`src/rtl/booth_mul_sequencer.sv`:
```
`default_nettype none
// ============================================================================
// Module      : booth_mul_sequencer
// Description : Front-end for a Booth ASMD multiplier. Operand pairs are
//               buffered in a small FIFO and issued one at a time with a
//               single-cycle start pulse. The product is returned through a
//               valid/ready result register. A watchdog converts a hung
//               multiplier into an error result so the queue keeps moving.
// Revision    : 1.0 - initial release
// ----------------------------------------------------------------------------
// Ports
//   clk_i          clock, rising edge
//   reset_i        asynchronous reset, active high
//   in_valid_i     operand pair offered
//   in_ready_o     FIFO can accept (not full)
//   in_a_i/in_x_i  signed multiplicand / multiplier
//   out_valid_o    result register holds a result
//   out_ready_i    consumer accepts the result
//   out_product_o  signed product (2*L_WORD bits)
//   out_err_o      result produced by watchdog timeout (product forced 0)
//   mul_start_o    start pulse to the multiplier
//   mul_a_o/mul_x_o operands to the multiplier, held from issue to capture
//   mul_ready_i    ready from the multiplier
//   mul_product_i  product from the multiplier
//   busy_o         sequencer not idle
//   fifo_level_o   FIFO occupancy, 0..DEPTH
// Configuration
//   SEQ_ZERO_BYPASS_EN : when defined, a head entry with a zero operand is
//                        retired directly into the result register (product
//                        0) without involving the multiplier.
// ============================================================================
module booth_mul_sequencer #(
   parameter int L_WORD  = 4,
   parameter int DEPTH   = 4,
   parameter int TIMEOUT = 4*L_WORD+8,
   parameter int L_CNT   = 8
) (
   input  logic                     clk_i,
   input  logic                     reset_i,
   input  logic                     in_valid_i,
   output logic                     in_ready_o,
   input  logic [L_WORD-1:0]        in_a_i,
   input  logic [L_WORD-1:0]        in_x_i,
   output logic                     out_valid_o,
   input  logic                     out_ready_i,
   output logic [2*L_WORD-1:0]      out_product_o,
   output logic                     out_err_o,
   output logic                     mul_start_o,
   output logic [L_WORD-1:0]        mul_a_o,
   output logic [L_WORD-1:0]        mul_x_o,
   input  logic                     mul_ready_i,
   input  logic [2*L_WORD-1:0]      mul_product_i,
   output logic                     busy_o,
   output logic [$clog2(DEPTH):0]   fifo_level_o
);

   localparam int                 c_AW      = $clog2(DEPTH);
   localparam logic [c_AW:0]      c_FULL    = (c_AW+1)'(DEPTH);
   localparam logic [L_CNT-1:0]   c_TIMEOUT = L_CNT'(TIMEOUT);

   typedef enum logic [1:0] {
      S_IDLE  = 2'd0,
      S_ISSUE = 2'd1,
      S_WAIT  = 2'd2
   } state_t;

   state_t                  state_q, state_d;
   logic [L_WORD-1:0]       mem_a_q [DEPTH];
   logic [L_WORD-1:0]       mem_x_q [DEPTH];
   logic [c_AW-1:0]         wr_ptr_q, rd_ptr_q;
   logic [c_AW:0]           level_q;
   logic [L_CNT-1:0]        wd_q, wd_d;
   logic [L_WORD-1:0]       mul_a_q, mul_x_q;
   logic                    out_valid_q, out_err_q;
   logic [2*L_WORD-1:0]     out_product_q;

   logic                    w_full, w_empty, w_push, w_pop, w_out_free;
   logic                    w_load_mul, w_cap, w_cap_err, w_zero_head;
   logic [2*L_WORD-1:0]     w_cap_prod;
   logic [L_WORD-1:0]       w_head_a, w_head_x;

   assign w_full     = (level_q == c_FULL);
   assign w_empty    = (level_q == '0);
   assign w_push     = in_valid_i & ~w_full;
   assign w_out_free = ~out_valid_q | out_ready_i;
   assign w_head_a   = mem_a_q[rd_ptr_q];
   assign w_head_x   = mem_x_q[rd_ptr_q];

`ifdef SEQ_ZERO_BYPASS_EN
   assign w_zero_head = (w_head_a == '0) | (w_head_x == '0);
`else
   assign w_zero_head = 1'b0;
`endif

   // Next-state and control decode
   always_comb begin
      state_d     = state_q;
      wd_d        = wd_q;
      w_pop       = 1'b0;
      w_load_mul  = 1'b0;
      w_cap       = 1'b0;
      w_cap_err   = 1'b0;
      w_cap_prod  = '0;
      mul_start_o = 1'b0;
      case (state_q)
         S_IDLE: begin
            // Only start work when the result register will be free to take it
            if (!w_empty && w_out_free) begin
               if (w_zero_head) begin
                  w_pop = 1'b1;
                  w_cap = 1'b1;
               end else if (mul_ready_i) begin
                  w_pop      = 1'b1;
                  w_load_mul = 1'b1;
                  state_d    = S_ISSUE;
               end
            end
         end
         S_ISSUE: begin
            mul_start_o = 1'b1;
            wd_d        = '0;
            state_d     = S_WAIT;
         end
         S_WAIT: begin
            wd_d = wd_q + L_CNT'(1);
            if (mul_ready_i) begin
               w_cap      = 1'b1;
               w_cap_prod = mul_product_i;
               state_d    = S_IDLE;
            end else if (wd_q == c_TIMEOUT) begin
               w_cap     = 1'b1;
               w_cap_err = 1'b1;
               state_d   = S_IDLE;
            end
         end
         default: state_d = S_IDLE;
      endcase
   end

   always_ff @(posedge clk_i or posedge reset_i) begin
      if (reset_i) begin
         state_q       <= S_IDLE;
         wd_q          <= '0;
         wr_ptr_q      <= '0;
         rd_ptr_q      <= '0;
         level_q       <= '0;
         mul_a_q       <= '0;
         mul_x_q       <= '0;
         out_valid_q   <= 1'b0;
         out_err_q     <= 1'b0;
         out_product_q <= '0;
      end else begin
         state_q <= state_d;
         wd_q    <= wd_d;
         if (w_push) wr_ptr_q <= wr_ptr_q + c_AW'(1);
         if (w_pop)  rd_ptr_q <= rd_ptr_q + c_AW'(1);
         case ({w_push, w_pop})
            2'b10:   level_q <= level_q + (c_AW+1)'(1);
            2'b01:   level_q <= level_q - (c_AW+1)'(1);
            default: level_q <= level_q;
         endcase
         if (w_load_mul) begin
            mul_a_q <= w_head_a;
            mul_x_q <= w_head_x;
         end
         // Capture wins over drain so a result can land while the previous one leaves
         if (w_cap) begin
            out_valid_q   <= 1'b1;
            out_product_q <= w_cap_prod;
            out_err_q     <= w_cap_err;
         end else if (out_ready_i) begin
            out_valid_q <= 1'b0;
         end
      end
   end

   // Storage only; validity is tracked by the pointers and level
   always_ff @(posedge clk_i) begin
      if (w_push) begin
         mem_a_q[wr_ptr_q] <= in_a_i;
         mem_x_q[wr_ptr_q] <= in_x_i;
      end
   end

   assign in_ready_o    = ~w_full;
   assign out_valid_o   = out_valid_q;
   assign out_product_o = out_product_q;
   assign out_err_o     = out_err_q;
   assign mul_a_o       = mul_a_q;
   assign mul_x_o       = mul_x_q;
   assign busy_o        = (state_q != S_IDLE);
   assign fifo_level_o  = level_q;

endmodule
`default_nettype wire
```
`config.mk`:
```
export PLATFORM = sky130hd
export DESIGN_NAME = booth_mul_sequencer
export DESIGN_NICKNAME = d
export VERILOG_FILES = /design/src/rtl/booth_mul_sequencer.sv
export SDC_FILE = /design/constraint.sdc
export NUM_CORES = 1
export LEC_CHECK = 0
export ABC_CLOCK_PERIOD_IN_PS = 2450
export CAP_MARGIN = 25
export CORE_MARGIN = 4
export CORE_UTILIZATION = 53
export DETAILED_ROUTE_END_ITERATION = 10
export GPL_ROUTABILITY_DRIVEN = 0
export PLACE_DENSITY = 0.9
export SYNTH_ARGS = -nofsm -noshare
export SYNTH_HDL_FRONTEND = slang
export SYNTH_SLANG_ARGS = --single-unit
```
`constraint.sdc`:
```
create_clock -name clk_i -period 2.45 [get_ports clk_i]
set_clock_uncertainty 0.15 [all_clocks]
set_input_delay 0.49 -clock clk_i [delete_from_list [all_inputs] [get_ports clk_i]]
set_output_delay 0.49 -clock clk_i [all_outputs]
set_load 0.02 [all_outputs]
```
==> flow_metrics.tcl <==
set metrics [dict create \
    status "completed" \
    drv_cap 0 \
    htree_levels 3 \
    final_cell_mix "clkdlybuf4s50_1 (44), dfrtp_1 (35), edfxtp_1 (32)" \
    hold_end "out_err_o$_DFFE_PP0P_" \
    drt_pass1_iterations 4 \
    final_nets 275 \
    area_delta_synth_final_pct 26.1 \
    fin_tns_setup_ps 0 \
    insertion_delay_ps 330 \
    r2r_slack_ps 200 \
    tightestPinTransition_ps 597 \
    synthesis.area_um2 2830 \
    yosysWarnings 0 \
    holdBufCountCts 0 \
    drc 0 \
    m1WireLength_um 2130 \
    drt_iter0_markers 145 \
    avgRoutedWirePerCell_um 15.8 \
    core_um2 5140 \
    ant_nets 0 \
    stdcell_area_um2 3570 \
    cts_buffer_depth 2 \
    period_share_pct 95.1 \
    whs_path_depth 2 \
    fillCellCount 381 \
    num_rows 26 \
    finish.utilization_pct 69.5 \
    reg2reg_depth 10 \
    die_w_um 81.1 \
    met2_length_um 2550 \
    cp_max_fo 3 \
    required_ps 1810 \
    dp_hpwl_um 3550 \
    ys_seq_area_share_pct 64.9 \
    rsz0062_at_grt "false" \
    leakagePower_uw 0.00147 \
    clockRootBuffer "clkbuf_8" \
    clkSinkCount 67 \
    grt_max_degree 36 \
    post-route-min-period_ps 2330 \
    syn_area_per_cell_um2 15.1 \
    antenna_found_initial 0 \
    final_cells 317 \
    worstHoldStart "out_err_o$_DFFE_PP0P_" \
    drive_above_1_share_pct 17.8 \
    startpoint_type "flop" \
    drt-total-wl_um 5010 \
    diodes 0 \
    placed_area_um2 3380 \
    numCtsBuffers 9 \
    io_buffers 44 \
    synthesis.nets 220 \
    grt_pass1_wl_um 8530 \
    r2r_end "fifo_level_o[2]$_DFFE_PP0P_" \
    worst-setup-path-type "flop to output pin" \
    start_util_pct 55.1 \
    viasPerCell 5.27 \
    grt_pass1_vias 1776 \
    die-area_um2 6580 \
    cts_resized 0 \
    cp-end-kind "output pin" \
    setup_viol 0 \
    finalHoldViolCount 0 \
    timing.rr.start "state_q[0]$_DFFE_PP0P_" \
    hp-class "flop to flop" \
    crit_arrival_ps 1690 \
    routed-via-count 1671 \
    power_density_nw_per_um2 1200 \
    placed_cells 301 \
    slew_violations 0 \
    die_h_um 81.1 \
    synth-seq-cells 67 \
    final_common_cell "clkdlybuf4s50_1" \
    overflow 0 \
    grt_usage_pct 18.0 \
    synthDistinctLibCells 36 \
    max-slew-margin-rel_pct 60.2 \
    wl_met3_um 255 \
    syn_inst 187 \
    vdd.ir_drop.worst_v 0.000724 \
    post-place-ws_ps -118 \
    timing.fmax_ghz 0.429 \
    cts_setup_buffers 0 \
    io-pin-count 45 \
    routed.top_layer "met4" \
    worst_slack_ps 120 \
    path_clk_slew_ps 70 \
    cts_tree "done" \
]
==> state kept, by name (all words and copies together), names as in the netlist, 3 cells and up <==
register,cells
mem_a_q,16
mem_x_q,16
out_product_o,8
wd_q,8
mul_a_o,4
mul_x_o,4
fifo_level_o,3
==> cell usage after synthesis, drive strengths merged <==
cell | number | share of area, %
nand3 | 8 | 1.4
o21ai | 7 | 1.4
nand2 | 4 | 0.53
a31oi | 1 | 0.22
or3 | 1 | 0.22
and2 | 2 | 0.44
dfrtp | 35 | 31
ha | 11 | 4.9
nor2b | 1 | 0.22
and4 | 1 | 0.31
nor4b | 1 | 0.31
nand4 | 1 | 0.22
xor2 | 5 | 1.5
mux2 | 11 | 4.4
a21o | 1 | 0.27
clkbuf | 4 | 0.53
fa | 1 | 0.71
xnor2 | 3 | 0.93
nor3 | 2 | 0.53
a21oi | 2 | 0.35
nand2b | 2 | 0.44
mux2i | 2 | 0.71
a2bb2oi | 1 | 0.53
edfxtp | 32 | 34
o22ai | 1 | 0.22
buf | 2 | 0.35
inv | 17 | 2.3
mux4 | 8 | 6.4
nor3b | 1 | 0.27
and3 | 5 | 1.1
or4b | 1 | 0.35
nor2 | 5 | 0.66
a22o | 8 | 2.5
==> power by group <==
group / leakage (uW) / internal, uW / switching (uW) / total (uW)
clock: 0.0000927 / 469 / 391 / 860
combinational: 0.000648 / 864 / 799 / 1660
sequential: 0.000733 / 1530 / 229 / 1760
total: 0.00147 / 2860 / 1420 / 4280
==> how the worst max path moves through the flow <==
stage / startpoint / end / slack [ps] / cells after the start
floorplan: fifo_level_o[1]$_DFFE_PP0P_ / fifo_level_o[2]$_DFFE_PP0P_ / 80 / 10
global placement: out_ready_i / fifo_level_o[2]$_DFFE_PP0P_ / -40 / 10
detailed placement: out_ready_i / fifo_level_o[2]$_DFFE_PP0P_ / -120 / 10
CTS: state_q[0]$_DFFE_PP0P_ / busy_o / 90 / 4
global route: state_q[0]$_DFFE_PP0P_ / busy_o / 20 / 4
finish: state_q[0]$_DFFE_PP0P_ / busy_o / 120 / 4
==> routing by layer <==
layer	GRT usage [%]	vias up
met4	10.1	0
met2	28.1	53
li1	-	785
met1	22.3	824
met5	0	-
met3	5.43	9
==> through the flow <==
stage	total power [uW]	hold WS (ps)
finish	4280	353
detailed placement	3460	336
global route	4580	382
CTS	4340	355
global placement	3380	332
floorplan	2800	357
==> kinds of logic (layout without fill, tap and decap cells) <==
family          after synthesis  count (layout)  share of synthesized area, %
compound gates               21              21                          5.44
xor+xnor                      8               8                          2.47
fa+ha+maj                    12              12                          5.57
buf+inv                      23              83                          3.14
flops                        67              67                          64.9
mux                          21              21                          11.4
simple gates                 35              35                          7.07
==> layout make-up <==
cell class	instances	area [um2]	area share, %
Sequential cell	67	1840	51.4
Timing Repair Buffer	50	485	13.6
Clock buffer	10	128	3.57
Clock inverter	6	63.8	1.79
Inverter	17	63.8	1.79
Multi-Input combinational cell	97	906	25.4
Tap cell	70	87.6	2.45
==> worst max-delay path, cell delays in order (launching register included) <==
cell and delay (ps):
dfrtp_1 370, inv_1 80, ha_1 250, inv_1 60
clkdlybuf4s50_1 600
Note: power is estimated with default switching activity, not from simulation.
